**config.mk**
```make
export PLATFORM = sky130hd
export DESIGN_NAME = ps2_key_tx
export DESIGN_NICKNAME = d
export VERILOG_FILES = /design/src/rtl/ps2_key_tx.sv
export SDC_FILE = /design/constraint.sdc
export NUM_CORES = 1
export LEC_CHECK = 0
export ABC_CLOCK_PERIOD_IN_PS = 3780
export BUFFER_PORTS_ARGS = -buffer_cell sky130_fd_sc_hd__buf_2
export CORE_AREA = 2 2 126 128
export DETAILED_ROUTE_END_ITERATION = 7
export DIE_AREA = 0 0 128 130
export PLACE_DENSITY = 0.53
export SLEW_MARGIN = 20
export SYNTH_ARGS = -nofsm -noshare
export SYNTH_HDL_FRONTEND = slang
export SYNTH_SLANG_ARGS = --single-unit
```
**constraint.sdc**
```tcl
create_clock -name clk_sys -period 3.78 [get_ports clk_sys]
set_clock_uncertainty 0.2 [all_clocks]
set_input_delay 0.189 -clock clk_sys [delete_from_list [all_inputs] [get_ports clk_sys]]
set_output_delay 0.189 -clock clk_sys [all_outputs]
set_load 0.01 [all_outputs]
```
**src/rtl/ps2_key_tx.sv**
```systemverilog
// PS/2 device-side key transmitter: key events become scan-code bytes in a FIFO, sent as 11-bit frames.
// Optional host-inhibit/abort support is enabled with `define PS2_TX_INHIBIT_EN (adds input ps2_clk_in).
module ps2_key_tx #(
    parameter int CLK_DIV    = 1000,
    parameter int FIFO_DEPTH = 8,
    parameter int BYTE_GAP   = 4
) (
    input  logic        clk_sys,
    input  logic        reset,
    input  logic [10:0] ps2_key,
`ifdef PS2_TX_INHIBIT_EN
    input  logic        ps2_clk_in,
`endif
    output logic        ps2_clk_out,
    output logic        ps2_dat_out,
    output logic        busy,
    output logic        overflow,
    output logic [1:0]  state_dbg_o
);

    localparam int AW       = $clog2(FIFO_DEPTH);
    localparam int GAP_CYC  = BYTE_GAP * CLK_DIV;
    localparam int CNT_MAX  = (GAP_CYC > CLK_DIV) ? GAP_CYC : CLK_DIV;
    localparam int CW       = $clog2(CNT_MAX + 1);
    localparam int GAP_LAST = (GAP_CYC > 0) ? GAP_CYC - 1 : 0;

    typedef enum logic [1:0] {S_IDLE = 2'd0, S_BIT = 2'd1, S_GAP = 2'd2} state_t;

    state_t        state_q, state_d;
    logic [CW-1:0] div_q, div_d;
    logic          phase_q, phase_d;   // 0 = clock-high half, 1 = clock-low half
    logic [3:0]    bit_q, bit_d;
    logic [10:0]   frame_q, frame_d;
    logic [AW:0]   wr_ptr_q, rd_ptr_q;
    logic [7:0]    mem_q [FIFO_DEPTH];
    logic          toggle_q;
    logic          overflow_q;

    logic [AW:0]   count, free, wr1, wr2;
    logic          fifo_empty, event_det, accept, pop, hold;
    logic [1:0]    seq_len;
    logic [7:0]    seq_b0, seq_b1, seq_b2, head;
    logic [10:0]   load_frame;

    assign count      = wr_ptr_q - rd_ptr_q;
    assign free       = (AW+1)'(FIFO_DEPTH) - count;
    assign fifo_empty = (count == '0);
    assign wr1        = wr_ptr_q + (AW+1)'(1);
    assign wr2        = wr_ptr_q + (AW+1)'(2);
    assign head       = mem_q[rd_ptr_q[AW-1:0]];
    assign load_frame = {1'b1, ~^head, head, 1'b0};

    assign event_det  = ps2_key[10] ^ toggle_q;
    assign seq_len    = 2'd1 + {1'b0, ps2_key[8]} + {1'b0, ~ps2_key[9]};
    assign accept     = event_det && (free >= (AW+1)'(seq_len));

    always_comb begin
        seq_b0 = ps2_key[7:0];
        seq_b1 = ps2_key[7:0];
        seq_b2 = ps2_key[7:0];
        case ({ps2_key[8], ~ps2_key[9]})
            2'b01:   seq_b0 = 8'hF0;
            2'b10:   seq_b0 = 8'hE0;
            2'b11:   begin seq_b0 = 8'hE0; seq_b1 = 8'hF0; end
            default: ;
        endcase
    end

`ifdef PS2_TX_INHIBIT_EN
    logic [1:0] clk_sync_q;
    always_ff @(posedge clk_sys) begin
        if (reset) clk_sync_q <= 2'b11;
        else       clk_sync_q <= {clk_sync_q[0], ps2_clk_in};
    end
    assign hold = ~clk_sync_q[1];
`else
    assign hold = 1'b0;
`endif

    // Whole sequence lands in one cycle; accept guarantees room for all of it.
    always_ff @(posedge clk_sys) begin
        if (!reset && accept) begin
            mem_q[wr_ptr_q[AW-1:0]] <= seq_b0;
            if (seq_len > 2'd1) mem_q[wr1[AW-1:0]] <= seq_b1;
            if (seq_len > 2'd2) mem_q[wr2[AW-1:0]] <= seq_b2;
        end
    end

    always_comb begin
        state_d = state_q;
        div_d   = div_q;
        phase_d = phase_q;
        bit_d   = bit_q;
        frame_d = frame_q;
        pop     = 1'b0;
        case (state_q)
            S_IDLE: begin
                if (!fifo_empty && !hold) begin
                    state_d = S_BIT;
                    frame_d = load_frame;
                    div_d   = '0;
                    phase_d = 1'b0;
                    bit_d   = 4'd0;
                end
            end
            S_BIT: begin
                if (hold && !phase_q && bit_q != 4'd10) begin
                    state_d = S_GAP;
                    div_d   = '0;
                end else if (div_q == CW'(CLK_DIV - 1)) begin
                    div_d = '0;
                    if (!phase_q) begin
                        phase_d = 1'b1;
                    end else begin
                        phase_d = 1'b0;
                        if (bit_q == 4'd10) begin
                            pop     = 1'b1;
                            state_d = (GAP_CYC > 0) ? S_GAP : S_IDLE;
                        end else begin
                            bit_d   = bit_q + 4'd1;
                            frame_d = {1'b1, frame_q[10:1]};
                        end
                    end
                end else begin
                    div_d = div_q + CW'(1);
                end
            end
            S_GAP: begin
                // Chaining straight into the next frame keeps the frame pitch at (22+BYTE_GAP) half-bits.
                if (div_q == CW'(GAP_LAST)) begin
                    div_d = '0;
                    if (!fifo_empty && !hold) begin
                        state_d = S_BIT;
                        frame_d = load_frame;
                        phase_d = 1'b0;
                        bit_d   = 4'd0;
                    end else begin
                        state_d = S_IDLE;
                    end
                end else begin
                    div_d = div_q + CW'(1);
                end
            end
            default: state_d = S_IDLE;
        endcase
    end

    always_ff @(posedge clk_sys) begin
        if (reset) begin
            state_q    <= S_IDLE;
            div_q      <= '0;
            phase_q    <= 1'b0;
            bit_q      <= 4'd0;
            frame_q    <= '1;
            wr_ptr_q   <= '0;
            rd_ptr_q   <= '0;
            toggle_q   <= ps2_key[10];
            overflow_q <= 1'b0;
        end else begin
            state_q    <= state_d;
            div_q      <= div_d;
            phase_q    <= phase_d;
            bit_q      <= bit_d;
            frame_q    <= frame_d;
            toggle_q   <= ps2_key[10];
            overflow_q <= event_det & ~accept;
            if (accept) wr_ptr_q <= wr_ptr_q + (AW+1)'(seq_len);
            if (pop)    rd_ptr_q <= rd_ptr_q + (AW+1)'(1);
        end
    end

    assign ps2_clk_out = (state_q == S_BIT) ? ~phase_q   : 1'b1;
    assign ps2_dat_out = (state_q == S_BIT) ? frame_q[0] : 1'b1;
    assign busy        = !fifo_empty || (state_q != S_IDLE);
    assign overflow    = overflow_q;
    assign state_dbg_o = state_q;

endmodule
```
# After elaboration in Yosys (flattened, before gate mapping)
# Memory sizes are Yosys's and may differ from the RTL's. A register that Yosys moved wholly into a read port is not among the register bits.
# Index checks and enable logic that the tools add are counted.
# classes
n_addsub,10
order_cmp,3
n_eq_ne,14
muxes,46
bitwise,5
n_reduce_logical,15
# op_table
operator,count
11-bit two-way mux,5
12-bit two-way mux,3
12-bit one-hot mux with 3 select lines,1
11-bit one-hot mux with 3 select lines,1
4-bit two-way mux,5
1-bit two-way mux,19
8-bit one-hot mux with 2 select lines,1
"12-bit by 1-bit adder with 12-bit output, second input constant",1
"12-bit by 10-bit == test with 1-bit output, second input constant",1
"12-bit == test, second input constant",1
"2-bit inequality test, second input constant",6
4-bit one-hot mux with 3 select lines,1
2-bit two-way mux,5
5-bit AND reduction,2
"4-bit by 1-bit adder with 4-bit output, second input constant",2
8-bit two-way mux,1
8-bit XNOR reduction,1
"2-bit == test, second input constant",3
3-bit two-way mux,2
2-bit one-hot mux with 3 select lines,1
4-bit by 2-bit adder with 4-bit output,1
"2-bit by 1-bit == test with 1-bit output, second input constant",2
"4-bit == test, second input constant",1
4-bit by 2-bit greater-or-equal comparator with 1-bit output,1
other kinds (22),26
# word_totals
regBits,40
ram_bits,64
word_cells,103
mem_count,1
# mem_list
memory,words,word_bits,read_ports,rd_ports_with_merged_regs,write_ports,line,source
mem_q,8,8,1,1,3,35,logic [7:0] mem_q [FIFO_DEPTH];

# Longest topological paths before layout
# logic_depth
depth_word,7
depth_mapped,13
depth_no_buf,10

# Least setup slack after synthesis
# OpenSTA, ideal clock, no wires.
# synth_path
kind,register -> register
start,register wr_ptr_q[0]
end,"memory mem_q[0][0], enable pin"
setup_ps,384
arrival_time_ps,3538
t_required_ps,3196
setup_slack_ps,-342
stages_incl_launch_ff,14
n_path_buf,3
cell_sequence,dfxtp_1 > clkbuf_1 > inv_1 > clkbuf_1 > ha_1 > fa_1 > ha_1 > ha_1 > a21oi_1 > o21a_1 > a21oi_2 > buf_4 > nand2_1 > o21ai_0
# synth_rtl
item,line,source
"start, declared",34,"logic [AW:0] wr_ptr_q, rd_ptr_q;"
"start signal, assigned",167,if (accept) wr_ptr_q <= wr_ptr_q + (AW+1)'(seq_len);
"end, declared",35,

==> flow_metrics.py <==
metrics = {
    "power_and_ir_drop": {
        "power_mw": 4.26,
        "pwr-share-comb_pct": 41.1,
        "sw_frac_of_total_pct": 37.5,
        "power.net_switching_mw": 1.59,
        "total_leakage_power_nw": 2.26,
        "clock_power_share_pct": 23.9,
        "pwr-share-seq_pct": 35.0,
        "power.ir.vdd_worst_mv": 0.261,
        "pwr_density_cell_nw_per_um2": 648,
        "cellInternalPower_mw": 2.66,
    },
    "route": {
        "count_of_routing_violations_after_the_opening_detailed_route_iteration": 296,
        "via_count": 4071,
        "wl_met3_um": 466,
        "post_route_drc": 0,
        "avgRoutedWirePerCell_um": 17.2,
        "wirelength_mm": 13.0,
        "wl_met2_mm": 6.28,
        "drtPass1Iterations": 4,
        "ant_nets": 0,
        "top_layer_used": "met4",
        "post_drt_via_cell_ratio": 5.39,
        "drt-met1-wl_mm": 6.03,
    },
    "synth": {
        "count_of_flip_flops_with_a_built_in_enable_after_synthesis": 64,
        "postSynth.topFlopCell": "edfxtp_1",
        "yosysTopAreaCell": "edfxtp_1",
        "synth-compound-area-share_pct": 12.2,
        "synth_fa_ha_area_share_pct": 5.36,
        "synthXorXnorAreaFrac_pct": 4.53,
        "synth.yosys.seq_area_share_pct": 46.9,
        "synth-simple-area-share_pct": 17.9,
        "syn_avg_cell_area_um2": 11.0,
        "ys_ff_latch": 106,
        "yosys.cell_count.top_type": "edfxtp_1",
        "syn_nets": 574,
        "synth_area_um2": 5890,
        "synth.mux.area_fraction_pct": 9.20,
        "combinational_family_with_the_most_area_after_synthesis": "simple AND/OR/NAND/NOR gates",
        "netlist_top_cells_count": "edfxtp_1, nor2_1, dfxtp_1, a21oi_1, nor2b_1",
        "post-synth-top-area-fraction_pct": 32.7,
        "synthesis.yosys.warnings": 0,
        "leading_post_synthesis_cells_by_cell_area": "edfxtp_1, dfxtp_1, mux4_1",
        "syn-instance-count": 537,
        "synthArstFlopShare_pct": 0,
        "ys_types": 56,
    },
    "setup_path": {
        "criticalPathCategory": "reg -> reg",
        "worstSetupEndpointType": "flip-flop",
        "critical_path_start": "rd_ptr_q[0]",
        "cp_data_required_time_ns": 3.65,
        "r2r_start": "rd_ptr_q[0]",
        "worst_setup_path_start_kind": "flip-flop",
        "reg2regPathDepth": 11,
        "cp_data_arrival_time_ns": 3.44,
        "worst-path-max-fanout": 8,
        "r2r_setup_slack_ns": 0.20,
        "terminus_of_the_critical_flop_to_flop_path": "mem_q[0][4]",
        "setup.worst_path.end": "mem_q[0][4]",
    },
    "timing": {
        "timing.final.hold_violations": 0,
        "grt_setup_unrepaired": "no",
        "slew-limit-headroom_pct": 42.7,
        "finalWorstPathRequiredPeriod_ns": 3.58,
        "report.final.slew_viol_count": 0,
        "final.period_utilization_pct": 94.6,
        "timing.fmax_mhz": 280,
        "report.final.setup_viol": 0,
        "worst_pin_slew_ns": 0.858,
    },
    "finish": {
        "antenna_cells": 0,
        "final_layout_size_suffix_gt1_share_pct": 16.0,
        "non_filler_cell_area_final_um2": 6560,
        "flow.area_growth_from_synthesis_pct": 11.5,
        "number_of_nets_in_the_layout": 595,
    },
    "clock_tree": {
        "cts_made_buffers": 9,
        "cts_num_sinks": 106,
        "cts_root_buffer": "clkbuf_16",
        "clk-insertion-delay-late_ns": 0.35,
        "cts.path.max_buffers": 2,
        "cts_tree": "done",
        "cts-htree-levels": 3,
        "postCtsSetupRepairBufs": 0,
        "clock_transition_time_at_the_flip_flop_clock_pins_of_the_worst_setup_and_hold_paths_ns": 0.07,
    },
    "floorplanning": {
        "die-width_um": 128,
        "die_height_um": 130,
        "die_area_um2": 16600,
        "floorplan.initialDensity_pct": 38.2,
        "io_pins": 19,
        "std_cell_rows": 46,
        "core_um2": 15400,
    },
    "placed_design": {
        "place_hpwl_mm": 9.47,
        "gp_congestion": 0.937,
        "placement.cell_area_um2": 6180,
        "port_buffers": 18,
    },
    "grt": {
        "grt_pass1_wl_mm": 21.3,
        "grt_use_total_pct": 16.8,
        "grt_remaining_overflow": 0,
        "maximum_number_of_pins_on_one_net_before_global_route_repair": 25,
        "number_of_antenna_violations_at_the_first_check_in_global_routing": 0,
        "first_global_vias": 3983,
    },
    "hold_path": {
        "timing.hold.worst.class": "in -> reg",
    },
    "job": {
        "max_cap_violations": 0,
    },
    "outcome": {
        "status": "finished, final reports clean",
    },
}
[per-layer routing]
metal | track usage [%] | vias to the layer above
li1 | - | 2008
met1 | 22.0 | 1943
met2 | 28.6 | 103
met3 | 3.20 | 17
met4 | 4.59 | 0
met5 | 0 | -
[area by class of cell]
type / count / area, um^2
fillers: 1476 / 8860
multi-input cells: 387 / 2930
flip-flops and latches: 106 / 2760
repair buffers: 37 / 240
well taps: 192 / 240
clock buffers: 9 / 225
clock inverters: 7 / 101
inverters: 17 / 63.8
[logic make-up (layout without fill, tap and decap cells)]
kind of cell    count (synthesis)  in the layout
flops                         106            106
mux                            28             28
fa+ha+maj                      24             24
compound gates                105            105
simple gates                  202            202
buf+inv                        44             70
xor+xnor                       28             28
[per-stage QoR]
stage	hold slack [ns]	util, %	setup WS [ns]	TNS, ns	cells
floorplan	0.0167	-	-0.147	-5.77	537
global placement	0.120	40.1	0.255	0	736
detailed placement	0.120	40.1	0.153	0	736
CTS	0.0270	42.4	0.121	0	755
global route	0.0343	42.6	0.00805	0	755
finish	0.0384	42.6	0.203	0	755
[repair_timing]
| item | 4_1_cts | 5_1_grt |
|---|---|---|
| setup endpoints to repair | 0 | 21 |
| gates resized for setup | 0 | 4 |
| hold buffers | 3 | 0 |
| endpoints found under the hold margin | 13 | 0 |
[critical path: stages (launching register included)]
cell and delay [ns]:
dfxtp_1 0.41, ha_1 0.22, fa_1 0.46, ha_1 0.30
ha_1 0.28, a21oi_1 0.06, o21a_1 0.18, buf_4 0.20
a2111oi_4 0.38, nand2_1 0.13, o21ai_1 0.25, buf_4 0.22
[layout by cell type (no fill, tap or decap), drive strengths merged, types with 11 or more instances in the layout]
cell and instances:
nand2 32, buf 34, inv 18, dfxtp 42
mux4 16, xnor2 14, ha 22, a21oi 38
xor2 13, nand3 19, nor2b 35, nor2 50
or2 26, mux2i 11, edfxtp 64, o21ai 14
[how the worst min path moves through the flow]
stage                startpoint          end  cells past startpoint
global route         ps2_key[5]  mem_q[6][5]                      2
CTS                  ps2_key[5]  mem_q[6][5]                      2
floorplan           ps2_key[10]     toggle_q                      0
detailed placement  ps2_key[10]     toggle_q                      1
finish               ps2_key[5]  mem_q[6][5]                      2
global placement    ps2_key[10]     toggle_q                      1
[sequential cells by signal, indices dropped and copies added, names as in the netlist, 2 cells and up, named ones only]
| name | flops |
|---|---|
| state_dbg_o | 2 |
| frame_q | 10 |
| div_q | 12 |
| mem_q | 64 |
| rd_ptr_q | 4 |
| wr_ptr_q | 4 |
| bit_q | 4 |
[power groups by stage]
stage | sequential (mW) | combinational, mW | clock (mW)
2_1_floorplan | 1.50 | 1.29 | 0
3_3_place_gp | 1.51 | 1.69 | 0
3_5_place_dp | 1.52 | 1.72 | 0
4_1_cts | 1.49 | 1.72 | 1.04
5_1_grt | 1.51 | 1.97 | 1.08
6_report | 1.49 | 1.75 | 1.02
Note: power is estimated with default switching activity, not from simulation.
